<file path="config.mk">
export PLATFORM = sky130hd
export DESIGN_NAME = ram_arbiter
export DESIGN_NICKNAME = d
export VERILOG_FILES = /design/src/rtl/ram_arbiter.sv
export SDC_FILE = /design/constraint.sdc
export NUM_CORES = 1
export LEC_CHECK = 0
export BUFFER_PORTS_ARGS = -buffer_cell sky130_fd_sc_hd__buf_2
export CAP_MARGIN = 30
export CORE_MARGIN = 3
export CORE_UTILIZATION = 30
export CTS_BUF_LIST = sky130_fd_sc_hd__clkbuf_4 sky130_fd_sc_hd__clkbuf_8 sky130_fd_sc_hd__clkbuf_16
export CTS_CLUSTER_DIAMETER = 200
export DETAILED_ROUTE_END_ITERATION = 6
export PLACE_DENSITY = 0.49
export SLEW_MARGIN = 20
export SYNTH_ARGS = -nofsm -noshare
export SYNTH_HDL_FRONTEND = slang
export SYNTH_SLANG_ARGS = --single-unit
</file>
<file path="constraint.sdc">
create_clock -name clk -period 2.5 [get_ports clk]
set_input_delay 0.125 -clock clk [delete_from_list [all_inputs] [get_ports clk]]
set_output_delay 0.125 -clock clk [all_outputs]
set_load 0.005 [all_outputs]
</file>
<file path="src/rtl/ram_arbiter.sv">
// ram_arbiter: arbitrates two command requesters (0 = SPI slave, 1 = local host)
// onto a single RAM command port, with round-robin tie-breaking, address/read
// locking, read-response routing and an ownership timeout.
//
// Ports:
//   clk, rst_n                 clock, asynchronous active-low reset
//   reqN_data[9:0]             command word: [9:8] opcode, [7:0] address/data
//   reqN_valid / reqN_ready    command handshake (ready is combinational)
//   rspN_data[7:0], rspN_valid read data returned to the owning requester
//   ram_din[9:0], ram_rx_valid command forwarded to the RAM, one cycle later
//   ram_dout[7:0], ram_tx_valid RAM read data
//   timeout_err                one-cycle pulse when ownership is force-released
//
// Opcodes: 00 write-address, 01 write-data, 10 read-address, 11 read-data.
module ram_arbiter #(
  parameter int unsigned TIMEOUT = 16
) (
  input  logic       clk,
  input  logic       rst_n,
  input  logic [9:0] req0_data,
  input  logic       req0_valid,
  output logic       req0_ready,
  output logic [7:0] rsp0_data,
  output logic       rsp0_valid,
  input  logic [9:0] req1_data,
  input  logic       req1_valid,
  output logic       req1_ready,
  output logic [7:0] rsp1_data,
  output logic       rsp1_valid,
  output logic [9:0] ram_din,
  output logic       ram_rx_valid,
  input  logic [7:0] ram_dout,
  input  logic       ram_tx_valid,
  output logic       timeout_err
);

  typedef enum logic [1:0] {
    IDLE    = 2'd0,
    LOCKED  = 2'd1,
    WAIT_RD = 2'd2
  } state_t;

  state_t     state, state_nxt;
  logic       owner;
  logic       last_grant;
  logic       sel;
  logic       accept;
  logic       expired;
  logic       rsp_fire;
  logic       to_fire;
  logic [7:0] timer, timer_nxt;
  logic [8:0] timer_inc;
  logic [9:0] acc_data;

  // Grant / ready generation.
  always_comb begin
    req0_ready = 1'b0;
    req1_ready = 1'b0;
    sel        = owner;
    case (state)
      IDLE: begin
        // On a tie the requester not granted last wins; otherwise the lone
        // valid requester (sel=0 when neither is valid, readys stay 0).
        if (req0_valid && req1_valid) sel = ~last_grant;
        else                          sel = req1_valid;
        req0_ready = req0_valid & ~sel;
        req1_ready = req1_valid &  sel;
      end
      LOCKED: begin
        // Owner's ready does not depend on its valid.
        req0_ready = ~owner;
        req1_ready =  owner;
      end
      default: ;
    endcase
  end

  assign accept    = (req0_ready & req0_valid) | (req1_ready & req1_valid);
  assign acc_data  = sel ? req1_data : req0_data;
  assign timer_inc = {1'b0, timer} + 9'd1;
  assign expired   = (timer_inc == 9'(TIMEOUT));

  // Next state. A read response beats a timeout landing in the same cycle.
  always_comb begin
    state_nxt = state;
    timer_nxt = '0;
    rsp_fire  = 1'b0;
    to_fire   = 1'b0;
    if (state == LOCKED || state == WAIT_RD) timer_nxt = timer_inc[7:0];
    if (accept) begin
      timer_nxt = '0;
      case (acc_data[9:8])
        2'b01:   state_nxt = IDLE;
        2'b11:   state_nxt = WAIT_RD;
        default: state_nxt = LOCKED;
      endcase
    end else if (state == WAIT_RD && ram_tx_valid) begin
      state_nxt = IDLE;
      rsp_fire  = 1'b1;
      timer_nxt = '0;
    end else if (state != IDLE && expired) begin
      state_nxt = IDLE;
      to_fire   = 1'b1;
      timer_nxt = '0;
    end
  end

  always_ff @(posedge clk or negedge rst_n) begin
    if (!rst_n) begin
      state        <= IDLE;
      owner        <= 1'b0;
      last_grant   <= 1'b1;
      timer        <= '0;
      ram_din      <= '0;
      ram_rx_valid <= 1'b0;
      rsp0_data    <= '0;
      rsp0_valid   <= 1'b0;
      rsp1_data    <= '0;
      rsp1_valid   <= 1'b0;
      timeout_err  <= 1'b0;
    end else begin
      state        <= state_nxt;
      timer        <= timer_nxt;
      ram_rx_valid <= accept;
      timeout_err  <= to_fire;
      rsp0_valid   <= rsp_fire & ~owner;
      rsp1_valid   <= rsp_fire &  owner;
      if (accept) begin
        owner      <= sel;
        last_grant <= sel;
        ram_din    <= acc_data;
      end
      if (rsp_fire) begin
        if (owner) rsp1_data <= ram_dout;
        else       rsp0_data <= ram_dout;
      end
    end
  end

endmodule

</file>
After elaboration in Yosys (flattened, before gate mapping) --
Index checks and enable logic that the tools add are counted.
Storage, ports and cells: word-level logic and storage cells 55, latch bits 0, bits in writable memories 0, input bits 33, memories kept 0, ROM bits 0, bits in registers 42
Operators by class: multipliers 0, $lt $le $gt $ge 0, divide/modulo/power cells 0, equality and inequality tests 5, shifts and indexed selects 0, add/subtract/negate cells 1, bitwise logic cells 10, multiplexer cells 19, reduce and logical (&&, ||, !) cells 9
Operator list (count):
- $mux W8 | 4
- $mux W10 | 1
- $add A8 B1 Y9 const B | 1
- $eq A9 B5 Y1 const B | 1
- $mux W1 | 8
- $and A1 B1 Y1 | 6
- $mux W2 | 3
- $eq A2 B1 Y1 const B | 2
- $eq A2 B2 Y1 const B | 2
- $pmux W1 S2 | 2
- $pmux W2 S2 | 1
- $reduce_and A2 Y1 | 2
- $logic_and A1 B1 Y1 | 3
- $not A1 Y1 | 3
- $reduce_bool A3 Y1 | 1
- $logic_not A2 Y1 | 1
- $reduce_bool A2 Y1 | 1
- $logic_or A1 B1 Y1 | 1
- $or A1 B1 Y1 | 1

Depth between registers and ports, before layout --
word-level depth 10, mapped depth 9, depth with buffers taken out 8

Least setup slack after synthesis --
No wires, ideal clock.
path kind flip-flop to flip-flop, from register state[0], to register rsp0_data[0], arrival time 1888 ps, buffers on the path 1, cell stages (with the launch flop) 10, period minus slack after synthesis 2013 ps, setup time 125 ps, slack 487 ps, data required time 2375 ps, path through dfrtp_1 -> inv_1 -> ha_1 -> a21o_1 -> nand2_1 -> and2_4 -> inv_2 -> or3_1 -> buf_4 -> mux2_4
On the way: longest elaborated chain between the ends 6, elaborated cells between the ends (all ways) 12
RTL lines:
- start, declared | line 43 | state_t state, state_nxt;
- start signal, assigned | line 122 | state <= state_nxt;
- $eq A2 B1 Y1 / $logic_not A2 Y1 (equally long branches) | line 60 | case (state)
- $pmux W1 S2 | line 60
- $and A1 B1 Y1 | line 78 | assign accept = (req0_ready & req0_valid) | (req1_ready & req1_valid);
- $or A1 B1 Y1 (*) | line 78
- net accept | line 47 | logic accept;
- $mux W1 (*) | line 90 | if (accept) begin
- $reduce_and A2 Y1 (no line) (*)
- end signal, assigned | line 135 | else rsp0_data <= ram_dout;
- end, declared | line 23 | output logic [7:0] rsp0_data,
The timed path passes the listed nets; every way through them passes the cells marked *. A chain may end at the register's enable or synchronous reset.

Final worst setup path --
from register state[0], to register rsp0_data[1]
Same word-level chain as after synthesis.

==> qor.yml <==
sta:
  fmax_mhz: 441.7
  finalMaxSlewViolations: 0
  setup_violations: 0
  tightestPinTransition_ns: 0.5329
  rsz0062_at_grt: "no"
  worst_slack_ns: 0.2360
  period_minus_slack_ns: 2.264
  relSlewSlack_pct: 64.47
  hold_viol: 0
  min_period_over_period_pct: 90.56
  finalSetupTns_ns: 0
  fin_skew_ns: 0.008469
setup_path:
  path_depth: 8
  worstPathRequired_ns: 2.68
  r2r.worst_path.cells: 8
  critPathCaptureType: "flip-flop"
  slowest_stage: "or3_1"
  path_max_fanout: 9
  path_delay_family: "simple AND/OR/NAND/NOR gates"
  cp-start-kind: "flip-flop"
  crit_chain: "inv_1, ha_1, a21o_1, nand2_1, and2_4, inv_2, or3_1, mux2_4"
  cpPeakStageDelay_ns: 0.59
  criticalPathCategory: "reg -> reg"
  cp_num_buf_inv: 2
  worstPathArrival_ns: 2.44
drt:
  postRouteAntennaNets: 0
  wl_per_cell_um: 12.73
  vias_per_cell: 4.416
  drt_iter0_markers: 37
  vias: 1369
  wl_um: 3946
  dr.pass1.iters: 4
  drc: 0
power_and_ir_drop:
  powerDensity_nw_per_um2: 1030
  switching_power_mw: 0.8667
  switching_share_pct: 34.47
  power_frac_comb_pct: 40.3
  power_leakage_nw: 1.265
  ir_worst_vdd_mv: 0.4049
  intPower_mw: 1.648
  p_seq_share_pct: 41.9
  p_clk_share_pct: 17.8
yosys:
  synth_area_um2: 1896
  ys_seq_elements: 42
  syn_inst: 164
  ys_warn_count: 0
  post-synth-top-count-cell: "dfrtp_1"
  yosys-top-cells-count: "dfrtp_1 (41), nand2_1 (20), nor2_1 (13)"
  ys_types: 36
  synth_edf_count: 0
  yosys.area.top_type: "dfrtp_1"
  ys_seq_area_share_pct: 55.51
  synth_flop_cell: "dfrtp_1"
  ys_async_sr_fraction_pct: 100.0
  yosysTopAreaCellShare_pct: 54.13
  synth_area_leaders: "dfrtp_1 (54%), mux2_4 (6.3%), mux2i_1 (5.3%)"
  syn_area_per_cell_um2: 11.56
  syn_nets: 201
clock_network:
  cts_made_buffers: 5
  path_clk_slew_ns: 0.09
  clock-sinks: 42
  cts_tree: "yes"
  cts-resized-gates: 0
  htreeDepth: 2
  clkLatencyLatePin_ns: 0.29
  post-cts-setup-buffer-count: 0
  root_buffer: "clkbuf_8"
  cts-hold-fix-buffers: 0
  clockBufferDepth: 2
global_routing:
  grt_usage_pct: 11.34
  use_met2_pct: 16.38
  grt_use_met1_pct: 15.78
  grt_overflow_total: 0
  busiest_layer: "met2"
  antenna_found_initial: 0
  grt_max_degree: 43
  grt_pass1_vias: 1308
  global_route.usage.met3_pct: 5.187
  grt_pass1_wl_um: 6548
finish:
  n_fill_cell: 607
  regArea_um2: 1052
  multi_input_area_um2: 799.5
  final_cells: 310
  n_antenna_cell: 0
  layout-drive-gt1-share_pct: 41.70
  finalInstanceArea_um2: 2442
  syn_to_final_growth_pct: 28.84
  nNetsFinal: 271
outcome:
  status: "finished clean"
die:
  ioPinCount: 65
  rows: 28
  fp.dieW_um: 85.49
  dieArea_um2: 7309
  chipHeight_um: 85.49
  core-area_um2: 6026
  start_util_pct: 31.46
place:
  place_inst: 300
  post-dp-hpwl_um: 2911
  gp_congestion: 0.7543
  port_buffers: 64
  dpl-instance-area_um2: 2311
  dp_slack_ns: 0.2251
min_path:
  hold_depth: 2
  hold_class: "in -> reg"
job:
  cap_violations: 0
cell type report:
| class | instances | area share, % |
|---|---|---|
| clock buffer | 5 | 2.818 |
| clock inverter | 3 | 1.025 |
| inverter | 6 | 0.9221 |
| sequential | 42 | 43.08 |
| multi-input combinational | 110 | 32.74 |
| tap | 75 | 3.842 |
| timing repair buffer | 69 | 15.57 |
registers in the layout, indices dropped and copies added (netlist names):
| register | count |
|---|---|
| last_grant | 1 |
| rsp0_data | 8 |
| timeout_err | 1 |
| ram_din | 10 |
| rsp1_data | 8 |
| owner | 1 |
| rsp1_valid | 1 |
| rsp0_valid | 1 |
| ram_rx_valid | 1 |
| timer | 8 |
| state | 2 |
kinds of logic (layout without fill, tap and decap cells):
kind of cell,count (synthesis),after routing,share of synthesized area (%)
buf+inv,12,83,2.640
xor+xnor,8,8,3.697
flops,42,42,55.51
compound gates,21,21,6.800
simple gates,51,51,12.34
mux,26,26,16.37
fa+ha+maj,4,4,2.640
cells in the final DEF (no fill, tap or decap), drive strengths merged, types with 4 or more instances in the layout:
master / instances
buf: 68
clkbuf: 5
dfrtp: 41
ha: 4
inv: 7
mux2: 16
mux2i: 10
nand2: 20
nand3: 4
nor2: 13
o21ai: 11
xnor2: 5
worst paths after layout:
kind	start	endpoint	slack (ns)
setup / recovery	state[0]	rsp0_data[1]	0.24
hold / removal	ram_dout[6]	rsp0_data[6]	0.07
setup reg to reg	state[0]	rsp0_data[1]	0.24
hold reg to reg	ram_din[5]	ram_din[5]	0.48
max in group asynchronous	rst_n	last_grant	1.65
min in group asynchronous	rst_n	timer[0]	0.31
worst reg2reg max path, cell delays in order, from the launching register on:
cell     delay (ns)
dfrtp_1        0.37
inv_1          0.07
ha_1           0.28
a21o_1         0.18
nand2_1        0.07
and2_4         0.14
inv_2          0.06
or3_1          0.59
mux2_4         0.38
metal layers:
metal / share of wire [%] / wire (um) / up-vias
met3: 9.3 / 366 / 0
met2: 43 / 1703 / 51
li1: - / - / 696
met4: 0 / 0 / 0
met5: 0 / 0 / -
met1: 48 / 1875 / 622
per-stage QoR:
step           hold slack, ns  util [%]  power, mW
2_1_floorplan         -0.1706         -      1.680
3_3_place_gp           0.3260     38.35      2.094
3_5_place_dp           0.3379     38.35      2.102
4_1_cts              0.003155     39.91      2.561
5_1_grt               0.05248     40.53      2.739
6_report              0.07240     40.53      2.514
power groups by stage:
stage	registers (mW)	logic [mW]	clock network [mW]
detailed placement	1.07	1.04	0
global placement	1.07	1.02	0
floorplan	1.07	0.607	0
finish	1.05	1.01	0.447
CTS	1.06	1.03	0.470
global route	1.09	1.14	0.503
No activity file was read; power rests on OpenSTA's default activity.
